## config.mk

```make
export PLATFORM = sky130hd
export DESIGN_NAME = dbn_layer_result_collector_flat
export DESIGN_NICKNAME = d
export VERILOG_FILES = /design/src/rtl/dbn_layer_result_collector_if.sv /design/src/rtl/dbn_layer_result_collector.sv /design/src/flat_wrapper.sv
export SDC_FILE = /design/constraint.sdc
export NUM_CORES = 1
export LEC_CHECK = 0
export CORE_ASPECT_RATIO = 0.6
export CORE_MARGIN = 1
export CORE_UTILIZATION = 43
export CTS_BUF_LIST = sky130_fd_sc_hd__clkbuf_8
export CTS_CLUSTER_DIAMETER = 100
export DETAILED_ROUTE_END_ITERATION = 8
export PLACE_DENSITY = 0.73
export SKIP_CTS_REPAIR_TIMING = 1
export SLEW_MARGIN = 10
export SYNTH_ARGS = -nofsm -noshare
export SYNTH_HDL_FRONTEND = slang
export SYNTH_SLANG_ARGS = --single-unit
```

## constraint.sdc

```tcl
create_clock -name clk -period 11 [get_ports clk]
set_input_delay 2.2 -clock clk [delete_from_list [all_inputs] [get_ports clk]]
set_output_delay 2.2 -clock clk [all_outputs]
set_load 0.005 [all_outputs]
```

## src/rtl/dbn_layer_result_collector_if.sv

```systemverilog
// Handshake and read-port bundle between the sigmoid producer / next-layer reader
// (master) and the layer result collector (slave).
interface dbn_layer_result_collector_if #(
    parameter int DATA_W = 256,
    parameter int ADDR_W = 2
);
    logic              res_valid;
    logic [DATA_W-1:0] res_data;
    logic              res_ready;
    logic              wt_reload;
    logic [ADDR_W-1:0] batch_idx;
    logic              layer_done;
    logic              layer_clr;
    logic              rd_en;
    logic [ADDR_W-1:0] rd_addr;
    logic              rd_valid;
    logic [DATA_W-1:0] rd_data;
    logic              rd_err;

    modport master (
        output res_valid, res_data, layer_clr, rd_en, rd_addr,
        input  res_ready, wt_reload, batch_idx, layer_done, rd_valid, rd_data, rd_err
    );

    modport slave (
        input  res_valid, res_data, layer_clr, rd_en, rd_addr,
        output res_ready, wt_reload, batch_idx, layer_done, rd_valid, rd_data, rd_err
    );
endinterface

```

## src/rtl/dbn_layer_result_collector.sv

```systemverilog
// Collects DEPTH sigmoid result words per DBN layer and serves them back for reads.
// Optional macro DBN_RESULT_MIRROR0_EN adds the result_0 debug mirror of entry 0.
module dbn_layer_result_collector #(
    parameter int DATA_W = 256,
    parameter int DEPTH  = 4,
    parameter int ADDR_W = 2
) (
    input  logic                         clk,
    input  logic                         rst,
    dbn_layer_result_collector_if.slave  bus
`ifdef DBN_RESULT_MIRROR0_EN
    ,
    output logic [DATA_W-1:0]            result_0
`endif
);

    typedef enum logic {FILL, DONE} state_t;

    localparam logic [ADDR_W-1:0] LAST_PTR  = ADDR_W'(DEPTH - 1);
    localparam logic [ADDR_W:0]   DEPTH_LIM = (ADDR_W + 1)'(DEPTH);

    state_t            state_q, state_d;
    logic [ADDR_W-1:0] wr_ptr_q, wr_ptr_d;
    logic              wt_reload_q, wt_reload_d;
    logic              layer_done_q, layer_done_d;
    logic              rd_valid_q, rd_valid_d;
    logic              rd_err_q, rd_err_d;
    logic [DATA_W-1:0] rd_data_q, rd_data_d;

    // Sized to the full address space so any rd_addr indexes safely; only DEPTH entries are used.
    logic [DATA_W-1:0] mem_q [2**ADDR_W];

    logic res_ready;
    logic wr_fire;
    logic last_write;
    logic clr_fire;
    logic rd_ok;

    assign wr_fire    = bus.res_valid & res_ready;
    assign last_write = wr_fire & (wr_ptr_q == LAST_PTR);
    assign clr_fire   = (state_q == DONE) & bus.layer_clr;
    assign rd_ok      = bus.rd_en & (state_q == DONE) & ({1'b0, bus.rd_addr} < DEPTH_LIM);

    always_ff @(posedge clk) begin
        if (rst) begin
            state_q <= FILL;
        end else begin
            state_q <= state_d;
        end
    end

    always_comb begin
        state_d = state_q;
        case (state_q)
            FILL:    if (last_write)    state_d = DONE;
            DONE:    if (bus.layer_clr) state_d = FILL;
            default:                    state_d = FILL;
        endcase
    end

    always_comb begin
        res_ready = (state_q == FILL);
    end

    always_comb begin
        wr_ptr_d = wr_ptr_q;
        if (wr_fire) begin
            wr_ptr_d = (wr_ptr_q == LAST_PTR) ? '0 : wr_ptr_q + 1'b1;
        end
        wt_reload_d  = (wr_fire & ~last_write) | clr_fire;
        layer_done_d = (state_d == DONE);
        rd_valid_d   = rd_ok;
        rd_err_d     = bus.rd_en & ~rd_ok;
        rd_data_d    = rd_ok ? mem_q[bus.rd_addr] : rd_data_q;
    end

    always_ff @(posedge clk) begin
        if (rst) begin
            wr_ptr_q     <= '0;
            wt_reload_q  <= 1'b0;
            layer_done_q <= 1'b0;
            rd_valid_q   <= 1'b0;
            rd_err_q     <= 1'b0;
            rd_data_q    <= '0;
        end else begin
            wr_ptr_q     <= wr_ptr_d;
            wt_reload_q  <= wt_reload_d;
            layer_done_q <= layer_done_d;
            rd_valid_q   <= rd_valid_d;
            rd_err_q     <= rd_err_d;
            rd_data_q    <= rd_data_d;
        end
    end

    // Contents survive reset; a write coinciding with reset is discarded.
    always_ff @(posedge clk) begin
        if (!rst && wr_fire) begin
            mem_q[wr_ptr_q] <= bus.res_data;
        end
    end

`ifdef DBN_RESULT_MIRROR0_EN
    logic [DATA_W-1:0] result_0_q, result_0_d;

    always_comb begin
        result_0_d = (wr_fire && (wr_ptr_q == '0)) ? bus.res_data : result_0_q;
    end

    always_ff @(posedge clk) begin
        if (rst) begin
            result_0_q <= '0;
        end else begin
            result_0_q <= result_0_d;
        end
    end

    assign result_0 = result_0_q;
`endif

    assign bus.res_ready  = res_ready;
    assign bus.wt_reload  = wt_reload_q;
    assign bus.batch_idx  = wr_ptr_q;
    assign bus.layer_done = layer_done_q;
    assign bus.rd_valid   = rd_valid_q;
    assign bus.rd_data    = rd_data_q;
    assign bus.rd_err     = rd_err_q;

endmodule
```

## src/flat_wrapper.sv

```systemverilog
// flat-port wrapper written by rule: the top's interface ports become plain ports
module dbn_layer_result_collector_flat 
#(
    parameter int DATA_W = 256,
    parameter int DEPTH  = 4,
    parameter int ADDR_W = 2
)
  (clk, rst, bus_res_valid, bus_res_data, bus_layer_clr, bus_rd_en, bus_rd_addr, bus_res_ready, bus_wt_reload, bus_batch_idx, bus_layer_done, bus_rd_valid, bus_rd_data, bus_rd_err);
  dbn_layer_result_collector_if #(.DATA_W(DATA_W), .ADDR_W(ADDR_W)) bus_i ();
  input  logic clk;
  input  logic rst;
  input wire logic [$bits(bus_i.res_valid)-1:0] bus_res_valid;
  input wire logic [$bits(bus_i.res_data)-1:0] bus_res_data;
  input wire logic [$bits(bus_i.layer_clr)-1:0] bus_layer_clr;
  input wire logic [$bits(bus_i.rd_en)-1:0] bus_rd_en;
  input wire logic [$bits(bus_i.rd_addr)-1:0] bus_rd_addr;
  output wire logic [$bits(bus_i.res_ready)-1:0] bus_res_ready;
  output wire logic [$bits(bus_i.wt_reload)-1:0] bus_wt_reload;
  output wire logic [$bits(bus_i.batch_idx)-1:0] bus_batch_idx;
  output wire logic [$bits(bus_i.layer_done)-1:0] bus_layer_done;
  output wire logic [$bits(bus_i.rd_valid)-1:0] bus_rd_valid;
  output wire logic [$bits(bus_i.rd_data)-1:0] bus_rd_data;
  output wire logic [$bits(bus_i.rd_err)-1:0] bus_rd_err;
  assign bus_i.res_valid = bus_res_valid;
  assign bus_i.res_data = bus_res_data;
  assign bus_i.layer_clr = bus_layer_clr;
  assign bus_i.rd_en = bus_rd_en;
  assign bus_i.rd_addr = bus_rd_addr;
  assign bus_res_ready = bus_i.res_ready;
  assign bus_wt_reload = bus_i.wt_reload;
  assign bus_batch_idx = bus_i.batch_idx;
  assign bus_layer_done = bus_i.layer_done;
  assign bus_rd_valid = bus_i.rd_valid;
  assign bus_rd_data = bus_i.rd_data;
  assign bus_rd_err = bus_i.rd_err;
  dbn_layer_result_collector #(.DATA_W(DATA_W), .DEPTH(DEPTH), .ADDR_W(ADDR_W)) u_core (.clk(clk), .rst(rst), .bus(bus_i));
endmodule
```

==> results.sh, run 1 <==
export IMPL_cts_root_buf="clkbuf_8"
export IMPL_die_h_um=258
export IMPL_final_cells=4661
export IMPL_slew_viol_final=0
export IMPL_crit_path_cell_trace="clkdlybuf4s50_1, nor2_1, and2_4, buf_4"
export IMPL_first_global_vias=23500
export IMPL_cap_violations=0
export IMPL_start_kind="input pin"
export IMPL_finClkSkew_ns=0.0366
export IMPL_grt_max_degree=154
export IMPL_drcViolationCount=0
export IMPL_cp_slowest_cell="buf_4"
export IMPL_hold_viol=0
export IMPL_grt_overflow=0
export IMPL_worst_pin_slew_ns=1.22
export IMPL_fin_util_pct=52.8
export IMPL_ant_nets=0
export IMPL_crit_path_end_kind="flop"
export IMPL_hpwl_mm=54.5
export IMPL_cts_tree="built"
export IMPL_cp_top_family="buffers and inverters"
export IMPL_synth_top_cell_by_area="edfxtp_1"
export IMPL_clk_latency_ns=0.89
export IMPL_detail_route_wirelength_mm=99.3
export IMPL_synth_seq_cells=1286
export IMPL_antenna_found_initial=21
export IMPL_vias=23700
export IMPL_clock_path_buffers=3
export IMPL_slew_headroom_pct=18.7
export IMPL_syn_area_per_cell_sq_um=18.9
export IMPL_worstHoldPathType="flop to flop"
export IMPL_drive_gt1_share_pct=16.3
export IMPL_period_needed_ns=4.51
export IMPL_grt_pass1_wl_mm=147
export IMPL_gp_congestion=0.731
export IMPL_synthesis_area_sq_mm=0.0468
export IMPL_synthCells=2484
export IMPL_status="finished clean"
export IMPL_groute_usage_overall_pct=17.5
export IMPL_yosys_warnings=0
export IMPL_period_share_pct=41.0
export IMPL_fin_area_sq_mm=0.0568
export IMPL_syn2layout_area_growth_pct=21.3
export IMPL_clk_pin_slew_ns=0.06
export IMPL_viasPerCell=5.09
export IMPL_start_util_pct=43.5
export IMPL_crit_arrival_ns=4.97
export IMPL_critPathMaxStageDelay_ns=0.91
export IMPL_critPathMaxFanout=69
export IMPL_dieArea_sq_mm=0.110
export IMPL_worstPathRequired_ns=11.46
export IMPL_ir_drop_mv=0.103
export IMPL_dp_cells=4316
export IMPL_fp_dieW_um=428
export IMPL_syn_nets=2751
export IMPL_drt_iter0_drc=1422
export IMPL_yosysUniqueCellTypes=26
export IMPL_path_buf_inv=2
export IMPL_drt_first_pass_iters=5
export IMPL_power_leakage_nw=20.3
export IMPL_routedWlPerCell_um=21.3
export IMPL_rows=93
export IMPL_h_tree_depth=4
export IMPL_path_class="input pin to flop"
export IMPL_fin_setup_tns_ns=0
export IMPL_rsz0062_at_grt="false"
export IMPL_place_area_sq_mm=0.0533
export IMPL_io_buffer_count=525
export IMPL_fin_nets=3339
export IMPL_setup_viol_count_final=0
export IMPL_synthTopCellsByArea="edfxtp_1 (66%), dfxtp_1 (11%), mux2_4 (6.4%), mux2i_1 (5.5%), a221o_1 (5.3%)"
export IMPL_core_area_sq_mm=0.108
export IMPL_ios=526
export IMPL_clock_sinks=1286
export IMPL_synth_top_area_share_pct=65.7
export IMPL_cts_made_buffers=179
export IMPL_powerDensity_mw_per_mm2=165
export IMPL_seq_area_frac_synth_pct=76.9
export IMPL_max_freq_mhz=222
-- metal layers --
layer	share of wire (%)	up-vias	track usage, %
met4	2.1	16	6.49
li1	-	11000	-
met3	5.9	164	4.95
met2	49	599	28.4
met5	0.11	-	0
met1	43	11900	22.4
-- synth_stat cells --
library cell	instances
mux2_1	17
mux2i_1	257
a22oi_1	7
buf_2	86
mux2_4	200
nand4b_1	1
ha_1	4
mux2_2	39
nor3b_1	2
dfxtp_1	262
nand2_1	3
a221o_1	249
clkbuf_1	8
buf_4	25
nor2_1	253
buf_6	25
o21ai_0	7
a21oi_1	3
nor2b_1	1
inv_1	3
nor4bb_1	1
a31oi_1	1
nand2b_1	1
edfxtp_1	1024
nand3_1	1
and2_1	4
-- flip-flops by register name (all words and copies together) (netlist names) --
register and flops:
u_core.bus.wt_reload 1, u_core.state_q 1, u_core.bus.rd_data 256, u_core.mem_q 1024, u_core.bus.batch_idx 2, u_core.bus.rd_valid 1
u_core.bus.rd_err 1
-- worst paths after layout --
kind	to	startpoint	depth (start not counted)	slack, ns
worst max-delay path	u_core.mem_q[2][68]$_DFFE_PP_	rst	4	6.49
worst min-delay path	u_core.bus.rd_data[156]$_SDFFE_PP0P_	u_core.bus.rd_data[156]$_SDFFE_PP0P_	1	0.48
worst max register to register	u_core.mem_q[2][68]$_DFFE_PP_	u_core.state_q$_SDFF_PP0_	4	7.91
worst min register to register	u_core.bus.rd_data[156]$_SDFFE_PP0P_	u_core.bus.rd_data[156]$_SDFFE_PP0P_	1	0.48
-- cells in the final DEF (no fill, tap or decap), types with 2 or more instances in the layout --
master           count
clkdlybuf4s50_1    524
clkinvlp_4           4
and2_4               4
inv_8                2
buf_4               19
dfxtp_1            262
ha_1                 4
nor3b_1              2
buf_12               7
inv_12               2
mux2_2              39
inv_6                7
edfxtp_1          1024
o21ai_0              7
a22oi_1              7
clkinv_2            23
diode_2             12
a221o_1            249
mux2i_1            257
clkinv_1            17
mux2_1              17
nand2_1              3
clkinv_4             3
a21oi_1              2
clkbuf_8           211
inv_1               67
nor2_1             253
mux2_4             200
-- worst register-to-register path, cell delays in order, from the launching register on --
cell	delay, ns
dfxtp_1	0.42
nand2b_1	0.25
nor2_1	0.22
and2_4	0.77
buf_4	0.93
-- logic make-up after synthesis --
logic type / count (synthesis) / share of synthesized area (%)
DFF: 1286 / 76.9
muxes: 513 / 13.3
AOI/OAI and AO/OA: 267 / 5.55
and+or+nand+nor: 267 / 2.21
buffers and inverters: 147 / 2.01
adders and majority gates: 4 / 0.107
-- power breakdown --
| group | internal, mW | leakage (nW) | total (mW) | switching [mW] |
|---|---|---|---|---|
| sequential | 5.35 | 11.4 | 5.37 | 0.0215 |
| clock | 1.76 | 2.05 | 3.57 | 1.80 |
| combinational | 0.210 | 6.83 | 0.419 | 0.209 |
-- through the flow --
| stage | setup WS [ns] | hold WS, ns | power [mW] |
|---|---|---|---|
| 2_1_floorplan | 1.98 | 0.482 | 5.72 |
| 3_3_place_gp | 5.56 | 0.468 | 5.89 |
| 3_5_place_dp | 5.55 | 0.472 | 5.90 |
| 4_1_cts | 6.53 | 0.488 | 9.46 |
| 5_1_grt | 6.43 | 0.495 | 9.70 |
| 6_report | 6.49 | 0.485 | 9.36 |
-- cell type report --
type                            count  area (sq um)
Clock buffer                      211          2900
Clock inverter                    122           592
Tap cell                         1425          1780
Multi-Input combinational cell   1051          9930
Sequential cell                  1286         36000
Antenna cell                       12          30.0
Inverter                            3          11.3
Fill cell                        8483         50800
Timing Repair Buffer              551          5540
No activity file was read; power rests on OpenSTA's default activity.
==> run 2, diff against run 1 <==
PLACE_DENSITY = 0.75   (was 0.73)
clock period = 4.15 ns   (was 11 ns; I/O delays follow)
==> run 2 against run 1 <==
Wire length increased by 1.8%. Sequential cell count unchanged. Sequential share of layout area shrank 0.88 points. Critical path type is now flop to output pin. Critical endpoint is now bus_res_ready. Largest power group unchanged.
==> results.sh, run 2 (synthesis results as in run 1) <==
export IMPL_io_buffer_count=525
export IMPL_final_common_cell="edfxtp_1"
export IMPL_cp_top_family="buffers and inverters"
export IMPL_crit_arrival_ns=1.99
export IMPL_rsz0062_at_grt="false"
export IMPL_worstPathRequired_ns=3.32
export IMPL_r2r_start="u_core.state_q$_SDFF_PP0_"
export IMPL_layout_common_cells="edfxtp_1 (1024), clkdlybuf4s50_1 (524), dfxtp_1 (262), mux2i_1 (257), nor2_1 (253)"
export IMPL_r2r_setup_slack_ns=1.89
export IMPL_crit_path_end_kind="output pin"
export IMPL_multiInputGateArea_sq_mm=0.00993
export IMPL_critPathMaxStageDelay_ns=0.54
export IMPL_largest_reg_flops=1024
export IMPL_syn2layout_area_growth_pct=23.0
export IMPL_slew_viol_final=0
export IMPL_vias=24300
export IMPL_grt_overflow=0
export IMPL_hpwl_mm=60.1
export IMPL_clock_sinks=1286
export IMPL_crit_path_cell_trace="inv_1, clkdlybuf4s50_1"
export IMPL_top_usage_layer="met2"
export IMPL_fin_setup_tns_ns=0
export IMPL_finClkSkew_ns=0.0441
export IMPL_final_cells=4700
export IMPL_fin_util_pct=53.5
export IMPL_seq_area_sq_mm=0.0360
export IMPL_rows=93
export IMPL_drcViolationCount=0
export IMPL_path_depth=2
export IMPL_min_to="u_core.bus.rd_data[126]$_SDFFE_PP0P_"
export IMPL_met3_usage_pct=4.89
export IMPL_largest_register="u_core.mem_q"
export IMPL_r2r_cells=4
export IMPL_antenna_found_initial=19
export IMPL_period_share_pct=67.9
export IMPL_power_leakage_nw=20.7
export IMPL_status="finished clean"
export IMPL_max_freq_mhz=355
export IMPL_slew_headroom_pct=53.1
export IMPL_ir_drop_mv=0.269
export IMPL_drt_iter0_drc=1651
export IMPL_start_kind="flop"
export IMPL_fin_nets=3381
export IMPL_die_h_um=258
export IMPL_holdPathStages=1
export IMPL_h_tree_depth=4
export IMPL_core_area_sq_mm=0.108
export IMPL_period_needed_ns=2.82
export IMPL_first_global_vias=24400
export IMPL_path_buf_inv=2
export IMPL_ant_nets=0
export IMPL_start_util_pct=43.5
export IMPL_cts_tree="built"
export IMPL_powerDensity_mw_per_mm2=436
export IMPL_drive_gt1_share_pct=17.1
export IMPL_clock_path_buffers=3
export IMPL_dp_cells=4359
export IMPL_r2r_end="u_core.mem_q[1][179]$_DFFE_PP_"
export IMPL_critPathMaxFanout=10
export IMPL_routedWlPerCell_um=21.5
export IMPL_drt_first_pass_iters=5
export IMPL_clk_latency_ns=0.89
export IMPL_detail_route_wirelength_mm=101
export IMPL_cap_violations=0
export IMPL_hp_start="u_core.bus.rd_data[126]$_SDFFE_PP0P_"
export IMPL_groute_usage_overall_pct=17.9
export IMPL_dieArea_sq_mm=0.110
export IMPL_fp_dieW_um=428
export IMPL_cp_slowest_cell="dfxtp_1"
export IMPL_viasPerCell=5.17
export IMPL_clk_pin_slew_ns=0.06
export IMPL_fillers=8284
export IMPL_gp_congestion=0.758
export IMPL_worstHoldPathType="flop to flop"
export IMPL_cts_root_buf="clkbuf_8"
export IMPL_use_met2_pct=28.3
export IMPL_grt_use_met1_pct=24.0
export IMPL_setup_viol_count_final=0
export IMPL_hold_viol=0
export IMPL_grt_max_degree=94
export IMPL_grt_pass1_wl_mm=151
export IMPL_cts_made_buffers=178
export IMPL_ios=526
export IMPL_path_class="flop to output pin"
export IMPL_worst_pin_slew_ns=0.704
-- run 2: cell types whose count changed in the layout (fill, tap and decap cells not counted), sizes merged --
| cell | change |
|---|---|
| buf | +43 |
| bufinv | +6 |
| clkinv | -3 |
| diode | -3 |
| clkbuf | -2 |
| clkinvlp | -1 |
| inv | -1 |
-- run 2: final cells by class --
type	instances	share of cell area, %
multi-input cells	1051	17.2
repair buffers	594	10.8
well taps	1425	3.10
inverters	3	0.0196
flip-flops and latches	1286	62.5
diodes	9	0.0391
clock inverters	123	1.28
clock buffers	209	5.00
-- run 2: metrics by stage --
| stage | hold slack, ns | instance area (sq um) | worst slack (ns) | total power [mW] |
|---|---|---|---|---|
| after CTS | 0.452 | 57600 | 1.21 | 25.4 |
| after global routing | 0.498 | 57600 | 1.17 | 26.0 |
| after detailed placement | 0.472 | 53900 | 0.945 | 15.7 |
| after floorplan | 0.482 | 46800 | -0.597 | 15.1 |
| after global placement | 0.466 | 53900 | 0.967 | 15.6 |
| final | 0.485 | 57600 | 1.33 | 25.1 |
-- run 2: worst max-delay path by stage --
stage,end,from,slack [ns]
global placement,u_core.mem_q[1][230]$_DFFE_PP_,rst,0.97
finish,bus_res_ready,u_core.state_q$_SDFF_PP0_,1.33
floorplan,u_core.mem_q[0][0]$_DFFE_PP_,rst,-0.60
global route,bus_res_ready,u_core.state_q$_SDFF_PP0_,1.17
detailed placement,u_core.mem_q[1][222]$_DFFE_PP_,rst,0.95
CTS,bus_res_ready,u_core.state_q$_SDFF_PP0_,1.21
-- run 2: worst register-to-register path: stages, from the launching register on --
cell	delay [ns]
dfxtp_1	0.42
nand2b_1	0.25
nor2_1	0.29
and2_4	0.48
buf_12	0.36
-- run 2: per-layer routing --
layer,vias to the layer above,routed length [um]
met1,12200,44000
met2,727,48400
met5,-,121
met3,171,6570
met4,16,1990
li1,11100,-
-- run 2: power by group --
| group | internal (mW) | switching (mW) |
|---|---|---|
| registers | 14.2 | 0.0589 |
| clock network | 4.99 | 4.72 |
| logic | 0.582 | 0.577 |
| total | 19.7 | 5.35 |
==> run 3, diff against run 2 <==
PLACE_DENSITY = 0.73   (was 0.75)
clock period = 2.89 ns   (was 4.15 ns; I/O delays follow)
==> run 3 against run 2 <==
Sequential cell count is the same. Critical endpoint unchanged. Non-clock buffer count rose by 48. Largest cell class unchanged. Total power grew 44%.
==> results.sh, run 3 (synthesis results as in run 1) <==
export IMPL_detail_route_wirelength_mm=103
export IMPL_die_h_um=258
export IMPL_r2r_start="u_core.state_q$_SDFF_PP0_"
export IMPL_grt_overflow=0
export IMPL_rows=93
export IMPL_cts_tree="built"
export IMPL_viasPerCell=5.09
export IMPL_drt_iter0_drc=1526
export IMPL_drcViolationCount=0
export IMPL_setup_viol_count_final=0
export IMPL_ant_nets=0
export IMPL_powerDensity_mw_per_mm2=620
export IMPL_holdPathStages=4
export IMPL_routedWlPerCell_um=21.6
export IMPL_core_area_sq_mm=0.108
export IMPL_power_leakage_nw=21.0
export IMPL_clock_sinks=1286
export IMPL_top_usage_layer="met2"
export IMPL_final_common_cell="edfxtp_1"
export IMPL_largest_register="u_core.mem_q"
export IMPL_layout_common_cells="edfxtp_1 (1024), clkdlybuf4s50_1 (524), dfxtp_1 (262), mux2i_1 (257), nor2_1 (252)"
export IMPL_grt_pass1_wl_mm=153
export IMPL_crit_arrival_ns=2.07
export IMPL_met3_usage_pct=5.24
export IMPL_first_global_vias=24400
export IMPL_drive_gt1_share_pct=18.3
export IMPL_use_met2_pct=28.8
export IMPL_worst_hold_slack_ns=0.281
export IMPL_start_kind="flop"
export IMPL_grt_max_degree=82
export IMPL_cts_made_buffers=178
export IMPL_max_freq_mhz=378
export IMPL_worst_pin_slew_ns=0.662
export IMPL_drt_first_pass_iters=4
export IMPL_worstHoldPathType="input pin to flop"
export IMPL_fin_util_pct=54.1
export IMPL_fin_area_sq_mm=0.0582
export IMPL_slew_viol_final=0
export IMPL_dieArea_sq_mm=0.110
export IMPL_clk_pin_slew_ns=0.07
export IMPL_start_util_pct=43.5
export IMPL_hp_start="bus_rd_addr[0]"
export IMPL_pre_cts_slack_ns=0.315
export IMPL_ios=526
export IMPL_gp_congestion=0.769
export IMPL_worstPathRequired_ns=2.31
export IMPL_hpwl_mm=63.4
export IMPL_ir_drop_mv=0.373
export IMPL_multiInputGateArea_sq_mm=0.00995
export IMPL_groute_usage_overall_pct=18.3
export IMPL_fin_setup_tns_ns=0
export IMPL_h_tree_depth=4
export IMPL_status="finished clean"
export IMPL_largest_reg_flops=1024
export IMPL_rsz0062_at_grt="false"
export IMPL_min_to="u_core.bus.rd_data[242]$_SDFFE_PP0P_"
export IMPL_antenna_found_initial=20
export IMPL_seq_area_sq_mm=0.0360
export IMPL_layout_setup_ws_ns=0.244
export IMPL_final_cells=4747
export IMPL_fin_nets=3429
export IMPL_critPathMaxFanout=10
export IMPL_clk_latency_ns=0.86
export IMPL_vias=24200
export IMPL_place_area_sq_mm=0.0546
export IMPL_hold_viol=0
export IMPL_clock_path_buffers=3
export IMPL_period_needed_ns=2.65
export IMPL_path_class="flop to output pin"
export IMPL_r2r_setup_slack_ns=0.90
export IMPL_fp_dieW_um=428
export IMPL_grt_use_met1_pct=24.2
export IMPL_finClkSkew_ns=0.0434
export IMPL_crit_path_end_kind="output pin"
export IMPL_cts_root_buf="clkbuf_8"
export IMPL_slew_headroom_pct=55.9
export IMPL_period_share_pct=91.6
export IMPL_cap_violations=0
export IMPL_r2r_end="u_core.mem_q[2][175]$_DFFE_PP_"
export IMPL_syn2layout_area_growth_pct=24.3
export IMPL_r2r_cells=4
export IMPL_fillers=8265
export IMPL_io_buffer_count=525
export IMPL_p_total_mw=36.1
export IMPL_dp_cells=4407
[run 3: cell type report]
type | instances | area share [%]
Antenna cell | 9 | 0.0387
Clock buffer | 207 | 4.89
Clock inverter | 124 | 1.29
Inverter | 3 | 0.0193
Multi-Input combinational cell | 1051 | 17.1
Sequential cell | 1286 | 61.8
Tap cell | 1425 | 3.06
Timing Repair Buffer | 642 | 11.8
[run 3: worst max path at each step]
stage / startpoint / to / slack (ns)
final: u_core.state_q$_SDFF_PP0_ / bus_res_ready / 0.24
after detailed placement: rst / u_core.bus.rd_data[105]$_SDFFE_PP0P_ / 0.31
after CTS: u_core.state_q$_SDFF_PP0_ / bus_res_ready / 0.15
after floorplan: rst / u_core.mem_q[0][0]$_DFFE_PP_ / -0.15
after global placement: rst / u_core.mem_q[2][224]$_DFFE_PP_ / 0.36
after global routing: u_core.state_q$_SDFF_PP0_ / bus_res_ready / 0.13
[run 3: worst max-delay path: stages, from the launching register on]
cell and delay, ns:
dfxtp_1 0.58, inv_1 0.15, clkdlybuf4s50_1 0.47
[run 3: power breakdown]
group          internal (mW)  switching, mW  total, mW  leakage (nW)
registers               20.3         0.0824       20.4          11.4
logic                  0.896          0.840       1.74          7.48
clock network           7.12           6.83       13.9          2.12
total                   28.4           7.75       36.1          21.0
[run 3: per-layer routing]
| metal | routed length [um] | share of wire (%) | up-vias |
|---|---|---|---|
| li1 | - | - | 11200 |
| met1 | 45600 | 44 | 12100 |
| met2 | 48200 | 47 | 619 |
| met3 | 6400 | 6.2 | 172 |
| met4 | 2440 | 2.4 | 16 |
| met5 | 108 | 0.11 | - |
